--- config.mk ---
export PLATFORM = sky130hd
export DESIGN_NAME = calendar_counter
export DESIGN_NICKNAME = d
export VERILOG_FILES = /design/src/rtl/cal_pkg.sv /design/src/rtl/cal_month_len.sv /design/src/rtl/calendar_counter.sv
export SDC_FILE = /design/constraint.sdc
export NUM_CORES = 1
export LEC_CHECK = 0
export CORE_ASPECT_RATIO = 0.9
export CORE_UTILIZATION = 50
export DETAILED_ROUTE_END_ITERATION = 10
export GPL_TIMING_DRIVEN = 0
export PLACE_DENSITY = 0.88
export SETUP_SLACK_MARGIN = 0.5
export SLEW_MARGIN = 20
export SYNTH_ARGS = -nofsm -noshare
export SYNTH_HDL_FRONTEND = slang
export SYNTH_SLANG_ARGS = --single-unit
--- constraint.sdc ---
create_clock -name clk -period 5 [get_ports clk]
set_input_delay 1.25 -clock clk [delete_from_list [all_inputs] [get_ports clk]]
set_output_delay 1.25 -clock clk [all_outputs]
set_load 0.05 [all_outputs]
--- src/rtl/cal_pkg.sv ---
// Shared field widths and calendar constants for the calendar counter.
package cal_pkg;
    localparam int WD_W    = 3;
    localparam int MDAY_W  = 5;
    localparam int MONTH_W = 4;

    localparam logic [MONTH_W-1:0] MONTHS        = 4'd12;
    localparam logic [WD_W-1:0]    DAYS_PER_WEEK = 3'd7;
    localparam logic [MDAY_W-1:0]  FEB_LEAP      = 5'd29;
    localparam logic [MDAY_W-1:0]  FEB_NORM      = 5'd28;
endpackage

--- src/rtl/cal_month_len.sv ---
// Days-in-month lookup; an out-of-range month yields length 0 so any mday fails validation.
module cal_month_len
    import cal_pkg::*;
(
    input  logic [MONTH_W-1:0] month,
    input  logic               leap,
    output logic [MDAY_W-1:0]  len
);
    // Month length table with leap-year February
    always_comb begin
        len = 5'd0;
        case (month)
            4'd1, 4'd3, 4'd5, 4'd7, 4'd8, 4'd10, 4'd12: len = 5'd31;
            4'd4, 4'd6, 4'd9, 4'd11:                    len = 5'd30;
            4'd2: begin
                if (leap) begin
                    len = FEB_LEAP;
                end else begin
                    len = FEB_NORM;
                end
            end
            default: len = 5'd0;
        endcase
    end
endmodule

--- src/rtl/calendar_counter.sv ---
// Day/month/year/weekday counter with validated load, rollover pulses and an enable-gated output bus.
module calendar_counter
    import cal_pkg::*;
#(
    parameter int YEAR_W   = 7,
    parameter int WD_RESET = 1
) (
    input  logic                clk,
    input  logic                clear_n,
    input  logic                tick,
    input  logic                load,
    input  logic                enable,
    input  logic [WD_W-1:0]     ld_weekday,
    input  logic [MDAY_W-1:0]   ld_mday,
    input  logic [MONTH_W-1:0]  ld_month,
    input  logic [YEAR_W-1:0]   ld_year,
    output logic [WD_W-1:0]     weekday,
    output logic [MDAY_W-1:0]   mday,
    output logic [MONTH_W-1:0]  month,
    output logic [YEAR_W-1:0]   year,
    output logic [WD_W-1:0]     dout_weekday,
    output logic [MDAY_W-1:0]   dout_mday,
    output logic [MONTH_W-1:0]  dout_month,
    output logic [YEAR_W-1:0]   dout_year,
    output logic                new_month,
    output logic                new_year,
    output logic                load_err
);
    localparam logic [WD_W-1:0]   WD_INIT  = WD_W'(WD_RESET);
    localparam logic [YEAR_W-1:0] YEAR_ONE = {{(YEAR_W-1){1'b0}}, 1'b1};

    logic [WD_W-1:0]    weekday_r, weekday_s;
    logic [MDAY_W-1:0]  mday_r, mday_s;
    logic [MONTH_W-1:0] month_r, month_s;
    logic [YEAR_W-1:0]  year_r, year_s;
    logic               new_month_r, new_month_s;
    logic               new_year_r, new_year_s;
    logic               load_err_r, load_err_s;
    logic [MDAY_W-1:0]  cur_len_s, ld_len_s;
    logic               ld_ok_s;

    cal_month_len u_cur_len (
        .month (month_r),
        .leap  (year_r[1:0] == 2'd0),
        .len   (cur_len_s)
    );

    cal_month_len u_ld_len (
        .month (ld_month),
        .leap  (ld_year[1:0] == 2'd0),
        .len   (ld_len_s)
    );

    // An illegal month gives ld_len_s == 0, which also rejects every mday
    assign ld_ok_s = (ld_weekday != 3'd0)
                   && (ld_month >= 4'd1) && (ld_month <= MONTHS)
                   && (ld_mday >= 5'd1) && (ld_mday <= ld_len_s);

    // Next-date selection: load beats tick beats hold
    always_comb begin
        weekday_s   = weekday_r;
        mday_s      = mday_r;
        month_s     = month_r;
        year_s      = year_r;
        new_month_s = 1'b0;
        new_year_s  = 1'b0;
        load_err_s  = 1'b0;
        if (load) begin
            if (ld_ok_s) begin
                weekday_s = ld_weekday;
                mday_s    = ld_mday;
                month_s   = ld_month;
                year_s    = ld_year;
            end else begin
                load_err_s = 1'b1;
            end
        end else if (tick) begin
            if (weekday_r == DAYS_PER_WEEK) begin
                weekday_s = 3'd1;
            end else begin
                weekday_s = weekday_r + 3'd1;
            end
            if (mday_r == cur_len_s) begin
                mday_s      = 5'd1;
                new_month_s = 1'b1;
                if (month_r == MONTHS) begin
                    month_s    = 4'd1;
                    year_s     = year_r + YEAR_ONE;
                    new_year_s = 1'b1;
                end else begin
                    month_s = month_r + 4'd1;
                end
            end else begin
                mday_s = mday_r + 5'd1;
            end
        end else begin
            weekday_s = weekday_r;
        end
    end

    // Date and status registers
    always_ff @(posedge clk or negedge clear_n) begin
        if (!clear_n) begin
            weekday_r   <= WD_INIT;
            mday_r      <= 5'd1;
            month_r     <= 4'd1;
            year_r      <= '0;
            new_month_r <= 1'b0;
            new_year_r  <= 1'b0;
            load_err_r  <= 1'b0;
        end else begin
            weekday_r   <= weekday_s;
            mday_r      <= mday_s;
            month_r     <= month_s;
            year_r      <= year_s;
            new_month_r <= new_month_s;
            new_year_r  <= new_year_s;
            load_err_r  <= load_err_s;
        end
    end

    assign weekday   = weekday_r;
    assign mday      = mday_r;
    assign month     = month_r;
    assign year      = year_r;
    assign new_month = new_month_r;
    assign new_year  = new_year_r;
    assign load_err  = load_err_r;

    assign dout_weekday = {WD_W{enable}}    & weekday_r;
    assign dout_mday    = {MDAY_W{enable}}  & mday_r;
    assign dout_month   = {MONTH_W{enable}} & month_r;
    assign dout_year    = {YEAR_W{enable}}  & year_r;
endmodule

Word-level counts from Yosys, hierarchy flattened --
Cells that the tools add are included.
Cells by class: $add $sub $neg 4, $lt $le $gt $ge 4, equality and inequality tests 27, muxes and demuxes 31, bitwise gates (word level) 4, reduce and logical (&&, ||, !) cells 17
Operators with widths (count):
- $eq 4x4->1 const B | 10
- $mux 7 | 5
- $eq 4x3->1 const B | 8
- $pmux 5 s3 | 2
- $mux 4 | 5
- $mux 5 | 4
- $eq 4x2->1 const B | 4
- $reduce_or 7->1 | 2
- $mux 3 | 4
- $mux 1 | 11
- $eq 4x1->1 const B | 2
- $reduce_or 4->1 | 2
- $add 7x1->7 const B | 1
- $and 7x7->7 | 1
- $reduce_bool 2->1 | 3
- $add 5x1->5 const B | 1
- $and 5x5->5 | 1
- $eq 5x5->1 | 1
- $ge 5x1->1 const B | 1
- $le 5x5->1 | 1
- $add 4x1->4 const B | 1
- $and 4x4->4 | 1
- $ge 4x1->1 const B | 1
- $le 4x4->1 const B | 1
- other kinds (10) | 14
Word-level totals: bits in registers 22, bits of input ports 24, output and inout port bits 41, word-level logic and storage cells 94

Longest topological paths before layout --
Gate-level depths: netlist of the first run.
depth in word-level cells 7, mapped depth 13

Modules after synthesis --
A second synthesis of the first run with hierarchy kept.
Second synthesis, totals: cell total of the unflattened synthesis 210, area total of the unflattened synthesis 1843.0 um^2
Modules (own cells, without submodules):
- calendar_counter | times used 1, cells each 190, area each 1705.4 um^2
- cal_month_len | times used 2, cells each 10, area each 68.8 um^2

Least setup slack after synthesis of the first run --
No wires, ideal clock.
path type input to register, from in ld_month[2], to reg month_r[3] (netlist: month[3]), data arrival time 3.563 ns, required time 4.874 ns, path slack 1.311 ns, stages on the path 10, cells stage by stage or3_1 > o21ai_1 > ha_1 > a21oi_1 > a21boi_0 > o32ai_1 > nand2_1 > nor2_1 > o22ai_1 > a221o_1
On the way: word-level cells in the longest chain between the ends 7
Ends and longest elaborated chain:
- start: declaration | RTL line calendar_counter.sv:15 | input logic [MONTH_W-1:0] ld_month,
- $eq 4x1->1, or another cell as far along | RTL line cal_month_len.sv:12 | case (month)
- $reduce_or 7->1, or another cell as far along | RTL line cal_month_len.sv:12
- $pmux 5 s3 / $logic_and 1x1->1 (equally long branches) | RTL line cal_month_len.sv:12, calendar_counter.sv:56
- $le 5x5->1 / $logic_and 1x1->1 (equally long branches) | RTL line calendar_counter.sv:57 | && (ld_mday >= 5'd1) && (ld_mday <= ld_len_s);
- $logic_and 1x1->1 (*) | RTL line calendar_counter.sv:57
- $ne 2x1->1 (no source line) (*)
- $reduce_and 3->1 (no source line) (*)
- end signal: assignment | RTL line calendar_counter.sv:114 | month_r <= month_s;
- end: declaration | RTL line calendar_counter.sv:34 | logic [MONTH_W-1:0] month_r, month_s;
Every way passes the cells marked *; elsewhere a longest branch is shown, timed or not. A chain may end at the register's enable or synchronous reset.

Worst setup path in the final report of the first run --
from in ld_month[0], to reg month_r[3] (netlist: month[3])
The elaborated chain is that of the path after synthesis.

==> results of run 1 <==
[routing by layer]
layer | part of all wire, % | global-route usage (%) | routed length, microns | up-vias
li1 | - | - | - | 949
met1 | 42 | 40.2 | 2310 | 946
met2 | 50 | 48.1 | 2710 | 108
met3 | 6.5 | 2.44 | 356 | 9
met4 | 1.2 | 10.0 | 66 | 0
met5 | 0 | 0 | 0 | -
[where the power goes]
part           leakage (uW)  switching, uW  internal (uW)
logic              0.000845            604            342
clock network     0.0000228           62.8           57.0
registers          0.000258           79.1            237
total               0.00113            746            636
[kinds of logic after synthesis]
group                      count (synthesis)  share of synthesized area, %
adders and majority gates                 14                          9.19
xor gates and xnor gates                   1                         0.460
muxes                                     13                          7.09
AOI/OAI and AO/OA                         59                          21.2
and+or+nand+nor                           87                          27.7
DFF                                       22                          29.1
buffers and inverters                     23                          5.25
[how the worst max path moves through the flow]
stage,startpoint,end,slack [ns],cells after the start
2_1_floorplan,ld_month[2],month[3],1.31,10
3_3_place_gp,ld_month[2],month[3],0.42,11
3_5_place_dp,ld_month[0],month[3],0.37,11
4_1_cts,ld_month[0],month[3],0.65,11
5_1_grt,ld_month[0],month[3],0.53,11
6_report,ld_month[0],month[3],0.75,11
[area by class of cell]
cell class | instances | area (sq um) | area share (%)
multi-input cells | 174 | 1260 | 47.9
repair buffers | 63 | 613 | 23.4
flip-flops and latches | 22 | 554 | 21.1
well taps | 44 | 55.1 | 2.10
plain buffers | 11 | 52.6 | 2.00
inverters | 12 | 47.5 | 1.81
clock buffers | 4 | 45.0 | 1.72
[cell usage in the layout (no fill, tap or decap), drive strengths merged, types with 10 or more instances in the layout]
cell type,Yosys,routed
mux2i,12,12
clkdlybuf4s50,0,52
nand2,15,15
ha,14,14
dfrtp,19,19
clkbuf,7,11
and2,20,20
a21oi,18,18
dlygate4sd2,0,10
inv,12,12
nor2,16,16
[metrics by stage]
step	instances	cell area, sq um
final	330	2620
after global routing	330	2620
after global placement	326	2590
after CTS	330	2620
after floorplan	219	1910
after detailed placement	326	2590
[sequential cells by signal, indices dropped and copies added (netlist names)]
register / flops
weekday: 3
month: 4
new_year: 1
load_err: 1
new_month: 1
year: 7
mday: 5
[timing repair]
action                     4_1_cts  5_1_grt
resized for setup               10        2
pin swaps                        0        0
buffers inserted                 0        0
setup endpoints to repair       10        3
==> metrics.txt, run 1 <==
min-delay src year[6]; fin. max-slew vios 0; clock buffer depth 2; nature of the critical path startpoint input pin; Avg Inst Size Synth 8.70 sq um; Layout Area Growth over Synthesis 37.7%; Initial DRT Pass Iterations 4; n_diodes 0; Pwr Total around 1400 uW; Netlist cell types 54; type of the worst setup path in -> reg; Seq/Total Area, Yosys 29.1%; ys flop type dfrtp_1; Power Density between 500 and 600 nW/um^2; Worst path top cell family by delay compound AO/OA/AOI/OAI gates; Initial Util a little over half; via density per instance just over 6; final net count ~330; Max VDD drop around 0.00026 V; Avg WL per Cell approximately 16 microns; Post-Syn Nets roughly 260; top-count cell post-synth and2_1; DR iter-0 viols ~160; total grt overflow 0; Tcrit/Tclk final between 80% and 90%; dpl ws about 0.37 ns; Port-buffer cells 63; Critical Path RT a little over 5 ns; Post-Syn Area roughly 1900 sq um; ranking of synthesized cells by area dfrtp_1, ha_1, and2_1; fill cell count 270; ANT nets after route 0; chip height between 60 and 70 microns; global-route wire length before repair between 8000 and 9000 microns; EDFF count, synth 0; yosys warns 0; Max Cap Violations 0; FF-to-FF path depth 10; I/O Pins 65; Hold Crit Class reg -> reg; Clock Skews around 0.0029 ns; hold path depth 1; DR DRC count 0; flop2flop setup slack 2.24 ns; status complete, no violations; commonest cells in the netlist and2_1, dfrtp_1, a21oi_1, nor2_1; Hold Vio Cnt, Final 0; clock root buffer clkbuf_8; Worst-Margin Slew ~0.59 ns; vias in the first global route around 1900; Vias around 2000; Layout Utilization roughly three quarters; Core ar. roughly 3500 sq um; CP bufs+invs 1; Row Count 20; Max-slew headroom about three fifths; clk sink count 22; Pleak approximately 0.0011 uW; cts hold-fix bufs 0; WP data arrival around 4.4 ns; layout cells sized above 1 8.39%; H-tree depth reported by CTS 1; DIE WIDTH approximately 67 microns; Clock Latency Late Sink about 0.27 ns; Crit-path slowest cell clkdlybuf4s50_1; Num CTS Buffers 3; Yosys reg bits 22; Final setup violation count 0; FFs w/ async S/R, synth 100%; Setup TNS 0 ns; PnR worst setup slack about 0.75 ns; clock-pin transition on the worst setup and hold timing paths about 0.080 ns; hold endpoint year[6]; Final min period between 4 and 5 ns; fmax 235 MHz; crit path cell chain clkdlybuf4s50_1 -> or3_1 -> o21ai_1 -> ha_1 -> a21oi_1 -> a21boi_0 -> o32ai_1 -> nand2_2 -> nor2_2 -> o22ai_1 -> a221o_1; slowest stage delay, CP roughly 0.5 ns; RR Startpoint month[0]; Critical Path End Type flip-flop; RD Place Congestion 0.867; die area 4060 sq um; Yosys top cell area share 25.0%; Synth Instances roughly 220; drt total wl between 5000 and 6000 microns; TritonCTS clock tree yes; largest net degree at the start of global routing 23; total track usage between 20% and 30%; initial antenna violation count 0; RSZ-0062 raised after global routing false; Worst Hold Slack approximately 0.58 ns; Yosys top cell by area dfrtp_1; Detailed Place HPWL a little over 4000 microns; Max FO, Critical Path 8; RR Endpoint month[3]
Power figures use the tool's default switching activity.
==> run 2: changes to the inputs <==
- CORE_UTILIZATION: 50 -> 60
- DONT_BUFFER_PORTS: not set -> 1
- PLACE_DENSITY: 0.88 -> 0.77
==> run 2 against run 1 <==
Critical path type unchanged. First-iteration DRC count down 35%. Cell count is 20% lower. Flip-flop and latch count stayed put. Sequential power increased by 62%. Cell area is 24% lower. Critical path depth fell by 1. Critical endpoint unchanged.
==> metrics.txt, run 2 (synthesis gave the netlist of run 1 again) <==
cts hold-fix bufs 0 (unchanged); fin. max-slew vios 0 (unchanged); FF-to-FF path depth 10 (unchanged); Clock power frac 9.0% (+0.3 points); Clock Latency Late Sink 0.33 ns (+0.06 ns); Avg WL per Cell 18.7 microns (+13%); Tcrit/Tclk final 77.1% (-8.0 points); RSZ-0062 raised after global routing false; most frequent cells in the layout and2_1, dfrtp_1, a21oi_1, nor2_1; RD Place Congestion 0.885 (+2.0%); Max FO, Critical Path 8 (unchanged); drt total wl 4950 microns (-9.1%); TritonCTS clock tree yes; fmax 259 MHz (+10%); post-CTS setup buffer count 0 (unchanged); final net count 262 (-19%); RR Startpoint month[1]; clk sink count 22 (unchanged); total track usage 31.9% (+2.7 points); max reg flops 7 (unchanged); global-route wire length before repair 8140 microns (-8.9%); Max Cap Violations 0 (unchanged); Final setup violation count 0 (unchanged); Worst-Margin Slew 0.653 ns (+0.0604 ns); DR iter-0 viols 106 (-35%); total grt overflow 0 (unchanged); cts repair resizes 0 (-10); chip height 55.5 microns (-8.4%); Comb power frac 48.1% (-20 points); slowest stage delay, CP 0.40 ns (-0.09 ns); Crit path depth 10 (-1); most common cell after layout, fill and taps aside and2_1; Hold Crit Class in -> async; Max VDD drop 0.000365 V (+42%); Row Count 19 (-5.0%); crit path capture month[3]; crit path cell chain or3_1 -> o21ai_1 -> ha_1 -> a21oi_1 -> a21boi_0 -> o32ai_1 -> nand2_1 -> nor2_1 -> o22ai_1 -> a221o_1; I/O Pins 65 (unchanged); clock buffer depth 2 (unchanged); type of the worst setup path in -> reg; die area 3410 sq um (-16%); initial antenna violation count 0 (unchanged); Area after DPL 1960 sq um (-24%); CP bufs+invs 0 (-1); ANT nets after route 0 (unchanged); clock root buffer clkbuf_4; Worst path top cell family by delay compound AO/OA/AOI/OAI gates; Initial Util 62.6% (+8.2 points); Sw Share 59.7% (+5.7 points); layout cells sized above 1 9.87% (+1.5 points); Final min period 3.86 ns (-0.398 ns); Num CTS Buffers 3 (unchanged); Vias 1772 (-12%); Crit-path slowest cell o32ai_1; Psw 710 uW (-4.8%); Layout Area Growth over Synthesis 4.66%; H-tree depth reported by CTS 1 (unchanged); crit path launch ld_month[2]; Max-slew headroom 56.5% (-2.9 points); Critical Path RT 5.23 ns (+0.07 ns); via density per instance 6.69 (+9.7%); largest net degree at the start of global routing 23 (unchanged); Pleak 0.000851 uW (-24%); Final Cell Area 1990 sq um (-24%); Power Density 597 nW/um^2 (+13%); Seq pwr share 42.9% (+20 points); Pint 480 uW (-25%); DR DRC count 0 (unchanged); Detailed Place HPWL 3630 microns (-13%); status complete, no violations; nature of the critical path startpoint input pin; RR Endpoint month[3]; Port-buffer cells 0 (-100%); Hold Vio Cnt, Final 0 (unchanged); clock-pin transition on the worst setup and hold timing paths 0.14 ns (+0.06 ns); Critical Path End Type flip-flop; flop2flop setup slack 1.95 ns (-0.29 ns); Clock Skews 0.0139 ns (+0.0109 ns); Pwr Total 1190 uW (-14%); n_diodes 0 (unchanged); Setup TNS 0 ns (unchanged); vias in the first global route 1786 (-5.1%); DIE WIDTH 61.4 microns (-8.5%); Core ar. 3040 sq um (-13%); WP data arrival 4.09 ns (-0.32 ns); Initial DRT Pass Iterations 4 (unchanged)
-- run 2: worst min-delay path by stage --
stage / startpoint / to
finish: clear_n / month[3]
global route: clear_n / mday[3]
CTS: clear_n / month[3]
detailed placement: weekday[0] / weekday[0]
global placement: weekday[0] / weekday[0]
floorplan: weekday[0] / weekday[0]
-- run 2: worst reg2reg max path, cell delays in order, from the launching register on --
cell and delay, ns:
dfrtp_1 0.77, inv_1 0.18, ha_1 0.30, nor4_1 0.34, or4_1 0.18, o211ai_2 0.16
nor3_4 0.30, nand3_4 0.18, inv_4 0.15, o22ai_1 0.09, a221o_1 0.30
-- run 2: area by class of cell --
| type | instances | area, sq um |
|---|---|---|
| sequential | 22 | 554 |
| tap | 42 | 52.6 |
| multi-input combinational | 174 | 1250 |
| buffer | 11 | 52.6 |
| fill | 264 | 1050 |
| clock buffer | 4 | 36.3 |
| inverter | 12 | 47.5 |
-- run 2: layer usage --
metal | share of wire [%] | global-route usage, % | vias to the layer above
met2 | 48 | 48.8 | 76
met4 | 1.8 | 14.3 | 0
met3 | 6.7 | 4.22 | 10
met5 | 0 | 0 | -
li1 | - | - | 820
met1 | 44 | 44.3 | 866
-- run 2: per-stage QoR --
step,worst slack (ns),utilization (%),hold slack (ns),instances
after detailed placement,0.847,64.4,0.721,261
final,1.14,65.5,0.586,265
after floorplan,1.31,-,0.683,219
after global placement,0.914,64.4,0.708,261
after CTS,1.20,65.5,0.602,265
after global routing,0.943,65.5,0.587,265
-- run 2: power by group through the flow --
stage               combinational (uW)  clock, uW  sequential [uW]
floorplan                          491          0              491
detailed placement                 569          0              513
finish                             572        107              511
global route                       627        110              523
global placement                   548          0              510
CTS                                572        103              510
==> run 3: changes to the inputs <==
- CORE_UTILIZATION: 60 -> 57
- PLACE_DENSITY: 0.77 -> 0.76
- clock period: 5 -> 3.5 ns (I/O delays scaled with it)
==> run 3 against run 2 <==
Total power up 51%. Via count grew 1.4%. Count of clock-buffer cells in the layout unchanged. Critical path depth did not move. Combinational power is 55% higher. Cell count rose by 2.6%. First-iteration DRC count increased by 7.5%. Clock skew is 0.010 ns lower. Sequential share of layout area fell by 1.9 points. Setup slack worse by 0.72 ns. Register-to-register slack got worse by 1.4 ns. Flip-flop and latch count unchanged.
==> metrics.txt, run 3 (synthesis gave the netlist of run 1 again) <==
Row Count 19 (unchanged); Initial Util 61.2% (-1.4 points); Worst-Margin Slew 0.655 ns (+0.00187 ns); Num CTS Buffers 3 (unchanged); global-route wire length before repair 8160 microns (+0.16%); crit path cell chain or3_4 -> o21ai_4 -> ha_4 -> a21oi_1 -> a21boi_1 -> o32ai_2 -> nand2_2 -> nor2_4 -> o22ai_2 -> a221o_1; TritonCTS clock tree yes; Worst path top cell family by delay compound AO/OA/AOI/OAI gates; layout cells sized above 1 19.1% (+9.3 points); largest net degree at the start of global routing 23 (unchanged); Initial DRT Pass Iterations 4 (unchanged); clock buffer depth 2 (unchanged); Tcrit/Tclk final 87.7%; Pwr Total 1800 uW (+51%); Crit-path slowest cell or3_4; H-tree depth reported by CTS 1 (unchanged); Final setup violation count 0 (unchanged); PnR worst setup slack 0.429 ns (-0.716 ns); Vias 1797 (+1.4%); Layout Area Growth over Synthesis 14.0%; RR Startpoint month[1]; Critical Path RT 3.66 ns (-1.57 ns); Max Cap Violations 0 (unchanged); clock root buffer clkbuf_8; status complete, no violations; initial antenna violation count 0 (unchanged); CP bufs+invs 0 (unchanged); FF-to-FF path depth 10 (unchanged); Power Density 828 nW/um^2 (+39%); DR iter-0 viols 114 (+7.5%); total grt overflow 0 (unchanged); chip height 56.9 microns (+2.5%); Clock Latency Late Sink 0.27 ns (-0.06 ns); final net count 269 (+2.7%); most common cell after layout, fill and taps aside and2_1; vias in the first global route 1704 (-4.6%); Hold Vio Cnt, Final 0 (unchanged); flop2flop setup slack 0.58 ns (-1.37 ns); Port-buffer cells 0 (unchanged); fmax between 300 and 400 MHz; Core ar. 3110 sq um (+2.3%); slowest stage delay, CP 0.39 ns (about the same); fill cell count 252 (-4.5%); clock-pin transition on the worst setup and hold timing paths 0.09 ns (-0.05 ns); drt total wl 5190 microns (+4.8%); fin. max-slew vios 0 (unchanged); ANT nets after route 0 (unchanged); Hold Crit Class in -> async; n_diodes 0 (unchanged); Critical Path End Type flip-flop; Max FO, Critical Path 5 (-3); die area 3580 sq um (+5.1%); Max VDD drop 0.000467 V (+28%); I/O Pins 65 (unchanged); Setup TNS 0 ns (unchanged); Detailed Place HPWL 3640 microns (+0.38%); most frequent cells in the layout and2_1, a21oi_1, dfrtp_1, nor2_1, nand2_1; DIE WIDTH 62.9 microns (+2.5%); Clock Skews 0.00377 ns (-0.0101 ns); type of the worst setup path in -> reg; Avg WL per Cell 19.1 microns (+2.1%); WP data arrival 3.23 ns (-0.86 ns); Pleak 0.000905 uW (+6.3%); RR Endpoint month[3]; Final min period 3.07 ns; nature of the critical path startpoint input pin; total track usage 29.5% (-2.4 points); max reg flops 7 (unchanged); dpl ws 0.196 ns (-0.651 ns); via density per instance 6.61 (-1.2%); RSZ-0062 raised after global routing true; RD Place Congestion 0.895 (+1.2%); DR DRC count 0 (unchanged); Max-slew headroom 56.3% (-0.12 points); clk sink count 22 (unchanged)
==> run 3: how the worst max path moves through the flow <==
stage,depth (start not counted),to,start,slack [ns]
floorplan,10,month[3],ld_month[2],0.49
detailed placement,10,month[3],ld_month[2],0.20
CTS,9,month[0],ld_month[2],0.52
finish,10,month[3],ld_month[2],0.43
global route,10,month[3],ld_month[2],0.38
global placement,10,month[3],ld_month[2],0.27
==> run 3: through the flow <==
step | hold slack [ns] | std cells | utilization [%] | instance area (sq um)
finish | 0.291 | 272 | 69.7 | 2170
global placement | 0.580 | 261 | 63.6 | 1980
floorplan | 0.579 | 219 | - | 1930
global route | 0.279 | 272 | 69.7 | 2170
detailed placement | 0.580 | 261 | 63.6 | 1980
CTS | 0.287 | 267 | 65.7 | 2050
==> run 3: metal layers <==
| metal | vias up | share of wire (%) | global-route usage, % |
|---|---|---|---|
| met5 | - | 0 | 0 |
| met4 | 0 | 1.3 | 7.97 |
| met3 | 10 | 4.4 | 4.27 |
| met2 | 64 | 50 | 47.9 |
| met1 | 884 | 45 | 40.8 |
| li1 | 839 | - | - |
==> run 3: cell type report <==
type                    count  area [sq um]  share of cell area, %
plain buffers              11          55.1                   2.53
clock buffers               4          45.0                   2.07
inverters                  12          47.5                   2.19
multi-input cells         174          1360                   62.5
flip-flops and latches     22           562                   25.9
well taps                  42          52.6                   2.42
repair buffers              7          52.6                   2.42
==> run 3: repair_timing <==
item                                    in CTS  in global routing
setup buffers                                2                  5
endpoints found under the setup margin       4                 16
pin swaps                                    1                  8
resized for setup                            3                 14
hold buffers                                 0                  0
gates cloned                                 0                  0
==> run 3: power by group <==
group | total [uW] | internal [uW] | switching (uW) | leakage (uW)
sequential | 738 | 342 | 397 | 0.000255
combinational | 889 | 322 | 567 | 0.000627
clock | 172 | 81.4 | 90.4 | 0.0000228
